==> src/rtl/arbitro_vc.sv <==
// arbitro_vc: weighted round-robin pop arbiter between the VC0 and VC1 FIFOs.
// Pops are combinational; the selector and pop_delay qualifiers are registered
// one cycle later so the VC mux can line them up with the FIFO read data.
// Optional build macro ARB_STRICT_PRIO_EN: VC0 gets strict priority and the
// credit counter is removed (WEIGHT_VC0 is ignored).
module arbitro_vc #(
    parameter int unsigned WEIGHT_VC0 = 2,
    parameter int unsigned CNT_W      = 4
) (
    input  logic       clk,
    input  logic       reset_L,
    input  logic       empty_VC0,
    input  logic       empty_VC1,
    input  logic       almost_full_D0,
    input  logic       almost_full_D1,
    output logic       pop_VC0,
    output logic       pop_VC1,
    output logic       pop_delay_VC0,
    output logic       pop_delay_VC1,
    output logic       selector,
    output logic [1:0] arb_state
);

    typedef enum logic [1:0] {
        ST_IDLE  = 2'd0,
        ST_GNT0  = 2'd1,
        ST_GNT1  = 2'd2,
        ST_STALL = 2'd3
    } arb_state_t;

    arb_state_t state_q;
    arb_state_t state_d;
    logic       stall;
    logic       pop0;
    logic       pop1;

    assign stall   = almost_full_D0 | almost_full_D1;
    assign pop_VC0 = pop0;
    assign pop_VC1 = pop1;

`ifdef ARB_STRICT_PRIO_EN
    // Strict priority grant: VC1 only when VC0 has nothing to offer.
    always_comb begin
        pop0 = 1'b0;
        pop1 = 1'b0;
        if (reset_L && !stall) begin
            if (!empty_VC0) begin
                pop0 = 1'b1;
            end else if (!empty_VC1) begin
                pop1 = 1'b1;
            end
        end
    end
`else
    localparam logic [CNT_W-1:0] WEIGHT_C = CNT_W'(WEIGHT_VC0);

    logic [CNT_W-1:0] cnt_q;
    logic [CNT_W-1:0] cnt_d;

    // Weighted grant: VC0 wins contention until it has spent its credits.
    always_comb begin
        pop0  = 1'b0;
        pop1  = 1'b0;
        cnt_d = cnt_q;
        if (reset_L && !stall) begin
            if (!empty_VC0 && (empty_VC1 || (cnt_q < WEIGHT_C))) begin
                pop0 = 1'b1;
            end else if (!empty_VC1) begin
                pop1 = 1'b1;
            end
        end
        // Only contended VC0 grants consume credit; any VC1 grant refills.
        if (pop0 && !empty_VC1) begin
            cnt_d = cnt_q + CNT_W'(1);
        end else if (pop1) begin
            cnt_d = '0;
        end
    end

    // Credit counter register.
    always_ff @(posedge clk or negedge reset_L) begin
        if (!reset_L) begin
            cnt_q <= '0;
        end else begin
            cnt_q <= cnt_d;
        end
    end
`endif

    // Debug state next value, stall taking precedence over any grant.
    always_comb begin
        state_d = ST_IDLE;
        if (stall) begin
            state_d = ST_STALL;
        end else if (pop0) begin
            state_d = ST_GNT0;
        end else if (pop1) begin
            state_d = ST_GNT1;
        end
    end

    // State, data-valid qualifiers and mux selector registers.
    always_ff @(posedge clk or negedge reset_L) begin
        if (!reset_L) begin
            state_q       <= ST_IDLE;
            pop_delay_VC0 <= 1'b0;
            pop_delay_VC1 <= 1'b0;
            selector      <= 1'b0;
        end else begin
            state_q       <= state_d;
            pop_delay_VC0 <= pop0;
            pop_delay_VC1 <= pop1;
            if (pop1) begin
                selector <= 1'b1;
            end else if (pop0) begin
                selector <= 1'b0;
            end
        end
    end

    assign arb_state = state_q;

endmodule

==> config.mk <==
export PLATFORM = sky130hd
export DESIGN_NAME = arbitro_vc
export DESIGN_NICKNAME = d
export VERILOG_FILES = /design/src/rtl/arbitro_vc.sv
export SDC_FILE = /design/constraint.sdc
export NUM_CORES = 1
export LEC_CHECK = 0
export BUFFER_PORTS_ARGS = -buffer_cell sky130_fd_sc_hd__buf_4
export CORE_AREA = 3 3 40 42
export DETAILED_ROUTE_END_ITERATION = 12
export DIE_AREA = 0 0 43 45
export PLACE_DENSITY = 0.48
export SYNTH_ARGS = -nofsm -noshare
export SYNTH_HDL_FRONTEND = slang
export SYNTH_SLANG_ARGS = --single-unit
==> constraint.sdc <==
create_clock -name clk -period 3.4 [get_ports clk]
set_input_delay 0.68 -clock clk [delete_from_list [all_inputs] [get_ports clk]]
set_output_delay 0.68 -clock clk [all_outputs]
set_load 0.005 [all_outputs]
# Word-level counts from Yosys, hierarchy flattened
# Cells that the tools add are included.
dict set report classes {
  addsub 1
  magnitude_cmp 1
  mux 12
  reduce_logical 9
  n_bitwise 1
}
# operator count
set op_table {}
lappend op_table {{$mux W4} 2}
lappend op_table {{$mux W1} 7}
lappend op_table {{$mux W2} 3}
lappend op_table {{$add A4 B1 Y4 const B} 1}
lappend op_table {{$lt A4 B2 Y1 const B} 1}
lappend op_table {{$reduce_bool A2 Y1} 2}
lappend op_table {{$logic_and A1 B1 Y1} 3}
lappend op_table {{$logic_not A1 Y1} 3}
lappend op_table {{$logic_or A1 B1 Y1} 1}
lappend op_table {{$or A1 B1 Y1} 1}
dict set report totals {
  out_inout_bits 7
  ff_bits 9
  elab_cells 29
  in_bits 6
}

# Depth between registers and ports, before layout
dict set report depth {
  depth_word 8
  depth_mapped 4
  mapped_depth_nobuf 3
}

# Least setup slack after synthesis
# No wires, ideal clock.
dict set report synth_path {
  path_type {input to output}
  startpoint {in almost_full_D1}
  endpoint {out pop_VC1}
  path_buffers 1
  cell_stages 3
  required_time_ps 2720
  slack_ps 1219
  t_arrival_ps 1501
  cell_sequence {or4b_1 > clkbuf_2 > nor2_1}
}
dict set report synth_via {
  elab_chain_cells 4
}
# element line_no
set synth_lines {}
lappend synth_lines {{from (decl)} 15} ;# input logic almost_full_D1,
lappend synth_lines {{$or A1 B1 Y1} 37} ;# assign stall = almost_full_D0 | almost_full_D1;
lappend synth_lines {{$logic_not A1 Y1} 65} ;# if (reset_L && !stall) begin
lappend synth_lines {{$logic_and A1 B1 Y1} 65}
lappend synth_lines {{$mux W1} 65}
lappend synth_lines {{to (decl)} 17} ;# output logic pop_VC1,
# Every way passes these cells.

# Final worst setup path
# Ends and elaborated chain as after synthesis.

==> summary.txt <==
Timing
  – Skew final: 2.504 ps
  – Unrepaired setup endpoints after global routing: false
  – Setup slack of the critical path after layout: 907.8 ps
  – Number of setup violations in the final report: 0
  – Achievable Freq: 401.3 MHz
  – Crit path time final: 2492 ps
  – Headroom to the max-slew limit: 76.15%
  – Total count of hold-check failures in the final report: 0
  – Final setup TNS: 0 ps
  – Slew @ Worst Pin: 354.4 ps
  – Count of final max-slew check failures: 0
  – Final Cycle Share: 73.30%

Clock tree
  – Clock-pin slew of the registers on the worst-case setup and hold paths: 60 ps
  – CTS Buffer Depth: 2
  – CTS tree: done
  – Hold_buf cts: 0
  – Clock H-tree levels: 1
  – Insertion delay to the later sink of the worst-skew pair: 260 ps
  – TritonCTS sink count: 9
  – CTS root buf: sky130_fd_sc_hd__clkbuf_4
  – Number of instances resized during post-cts repair: 0
  – Number of buffers added for setup after CTS: 0
  – Number of buffers created by CTS: 3

Yosys
  – Area of the mapped netlist: 364.1 sq um
  – Part of the Yosys area used for sequential elements: 61.86%
  – Synthesized instance count: 30
  – Avg Cell Area, Syn: 12.14 sq um
  – Area share of the largest cell type after synthesis: 61.86%
  – Syn. warnings: 0
  – Total nets after synthesis: 37
  – Cell type with the largest total area after synthesis: sky130_fd_sc_hd__dfrtp_1
  – FF+latch count, synth: 9
  – Synth unique cells: 17
  – Top post-synthesis cells by area: sky130_fd_sc_hd__dfrtp_1 62%, sky130_fd_sc_hd__a22o_2 5.5%, sky130_fd_sc_hd__nor2_1 4.1%

Critical path
  – Buffers and inverters on the worst path: 2
  – Kind of cell adding the most delay to the critical path: simple AND/OR/NAND/NOR gates
  – Startpoint Class: input port
  – Data arrival time of the worst path: 1810 ps
  – Startpoint of the worst register-to-register path: cnt_q[3]$_DFFE_PN0P_
  – CP Data Required Time: 2720 ps
  – Critical path's most frequent cell: sky130_fd_sc_hd__buf_4
  – Highest fanout seen on the critical path: 8
  – Peak per-stage delay on the critical path: 660 ps
  – Cell type of the slowest stage on the worst timing path: sky130_fd_sc_hd__or4b_1
  – Startpoint-to-endpoint class of the critical path: input port to output pin
  – Chain of cells forming the critical path: buf_4, or4b_1, nor2_1, buf_4
  – Crit end category: output pin
  – Crit. Startpoint: almost_full_D1

Detailed routing
  – Initial detailed-routing violation count: 4
  – Final Routed Wirelength: 723 um
  – Routed Antenna Nets: 0
  – Total via count in the routed design: 274
  – Post-detailed-route DRC marker count: 0
  – Routed WL per cell: 12.05 um
  – Detailed-route vias per instance: 4.567
  – First-pass iteration count of the detailed router: 2

Floorplan
  – Number of standard-cell rows in the floorplan: 13
  – Area of the core: 1285 sq um
  – Horiz. Die Dim: 43 um
  – Number of top-level pins: 13
  – Die outline height: 45 um
  – Initial Utilization: 28.33%
  – Die Footprint: 1935 sq um

Pwr
  – Power Density: 500.0 nW/um^2
  – Overall power: 247.1 uW
  – Worst ir drop on vdd: 0.0001583 V
  – Cell leakage power: 0.2462 nW

Global route
  – Remaining Overflow, GRT: 0
  – Antenna violations before repair: 0
  – Via count of the first global-routing pass: 287
  – Wire length of the first global-routing pass: 1290 um
  – Largest net degree at the start of global routing: 13
  – GRT Overall Usage: 9.428%

Place
  – Post-Place Setup Slack: 886.9 ps
  – Post-detail-place hpwl: 560.5 um
  – Number of I/O port buffers: 12
  – Placed Cells: 56
  – GPL Wtd Cong: 0.7149

Final layout
  – Total area of multi-input combinational cells: 133.9 sq um
  – P&R area growth vs syn: 35.74%
  – Register area: 225.2 sq um
  – Cell Count, Final, Fillers Out: 60
  – Core Util, Final: 38.46%
  – Antenna diode instance count: 0
  – Final net count: 53
  – Number of filler cells placed in the layout: 136
  – Layout cells sized above 1: 42.22%

Hold path
  – Path class of the lowest-slack min-delay path: input port to async pin

Outcome
  – Run status: finished clean

Run
  – Maximum capacitance violations: 0
worst reg2reg max path, delay by kind of cell, from the launching register on:
family           cells  cell delay, ps
AND/OR/NAND/NOR      2             510
AO/OA/AOI/OAI        1             170
flip-flops           1             390
state kept, by name, indices dropped and copies added, names as in the netlist:
register	count
pop_delay_VC1	1
selector	1
arb_state	2
pop_delay_VC0	1
cnt_q	4
synth_stat cells:
cell and n:
sky130_fd_sc_hd__a21o_1 1, sky130_fd_sc_hd__a22o_2 2, sky130_fd_sc_hd__and2_2 1, sky130_fd_sc_hd__clkbuf_2 1
sky130_fd_sc_hd__dfrtp_1 9, sky130_fd_sc_hd__ha_1 1, sky130_fd_sc_hd__nand2_1 1, sky130_fd_sc_hd__nand2b_1 1
sky130_fd_sc_hd__nand3b_1 1, sky130_fd_sc_hd__nor2_1 4, sky130_fd_sc_hd__nor3_1 1, sky130_fd_sc_hd__nor3b_1 1
sky130_fd_sc_hd__nor4_1 1, sky130_fd_sc_hd__o21ai_0 2, sky130_fd_sc_hd__o21ai_2 1, sky130_fd_sc_hd__or3_1 1
sky130_fd_sc_hd__or4b_1 1
cell families (layout without fill, tap and decap cells):
family,after synthesis,count (layout),share of synthesized area (%)
compound gates,6,6,12.72
fa+ha+maj,1,1,3.436
buf+inv,1,16,1.373
flops,9,9,61.86
simple gates,13,13,20.62
layout make-up:
| class | instances | share of cell area (%) |
|---|---|---|
| clock buffers | 4 | 5.316 |
| multi-input cells | 20 | 27.09 |
| repair buffers | 12 | 18.23 |
| well taps | 15 | 3.797 |
| flip-flops and latches | 9 | 45.57 |
power by group:
part	total, mW	internal (mW)	switching, mW
logic	0.0401	0.0223	0.0178
registers	0.125	0.118	0.00722
clock network	0.0821	0.0452	0.0369
placed cells by master (no fill, tap or decap):
| cell | netlist | final |
|---|---|---|
| sky130_fd_sc_hd__nand2_1 | 1 | 1 |
| sky130_fd_sc_hd__a22o_2 | 2 | 2 |
| sky130_fd_sc_hd__or3_1 | 1 | 1 |
| sky130_fd_sc_hd__dfrtp_1 | 9 | 9 |
| sky130_fd_sc_hd__ha_1 | 1 | 1 |
| sky130_fd_sc_hd__a21o_1 | 1 | 1 |
| sky130_fd_sc_hd__buf_4 | 0 | 12 |
| sky130_fd_sc_hd__and2_2 | 1 | 1 |
| sky130_fd_sc_hd__nor2_1 | 4 | 4 |
| sky130_fd_sc_hd__nand2b_1 | 1 | 1 |
| sky130_fd_sc_hd__nor4_1 | 1 | 1 |
| sky130_fd_sc_hd__clkbuf_4 | 0 | 3 |
| sky130_fd_sc_hd__or4b_1 | 1 | 1 |
| sky130_fd_sc_hd__nor3_1 | 1 | 1 |
| sky130_fd_sc_hd__o21ai_2 | 1 | 1 |
| sky130_fd_sc_hd__o21ai_0 | 2 | 2 |
| sky130_fd_sc_hd__nor3b_1 | 1 | 1 |
| sky130_fd_sc_hd__nand3b_1 | 1 | 1 |
| sky130_fd_sc_hd__clkbuf_1 | 0 | 1 |
metal layers:
layer | up-vias | track usage [%] | wire length [um]
met5 | - | 0 | 0
met3 | 2 | 3.187 | 60
met4 | 0 | 9.036 | 4
met1 | 126 | 11.69 | 332
li1 | 136 | - | -
met2 | 10 | 12.57 | 325
metrics by stage:
step	hold slack, ps	instance area, sq um
floorplan	384.4	364.1
global placement	469.3	467.9
detailed placement	474.5	467.9
CTS	235.3	494.2
global route	240.3	494.2
finish	241.3	494.2
final timing paths:
check,slack [ps],end,depth (start not counted)
max in group asynchronous,3020,cnt_q[1]$_DFFE_PN0P_,1
min,240,arb_state[0]$_DFF_PN0_,1
min in group clk,490,selector$_DFFE_PN0P_,1
max reg2reg,2220,selector$_DFFE_PN0P_,3
min reg2reg,490,selector$_DFFE_PN0P_,1
max,910,pop_VC1,4
Note: power is estimated with default switching activity, not from simulation.
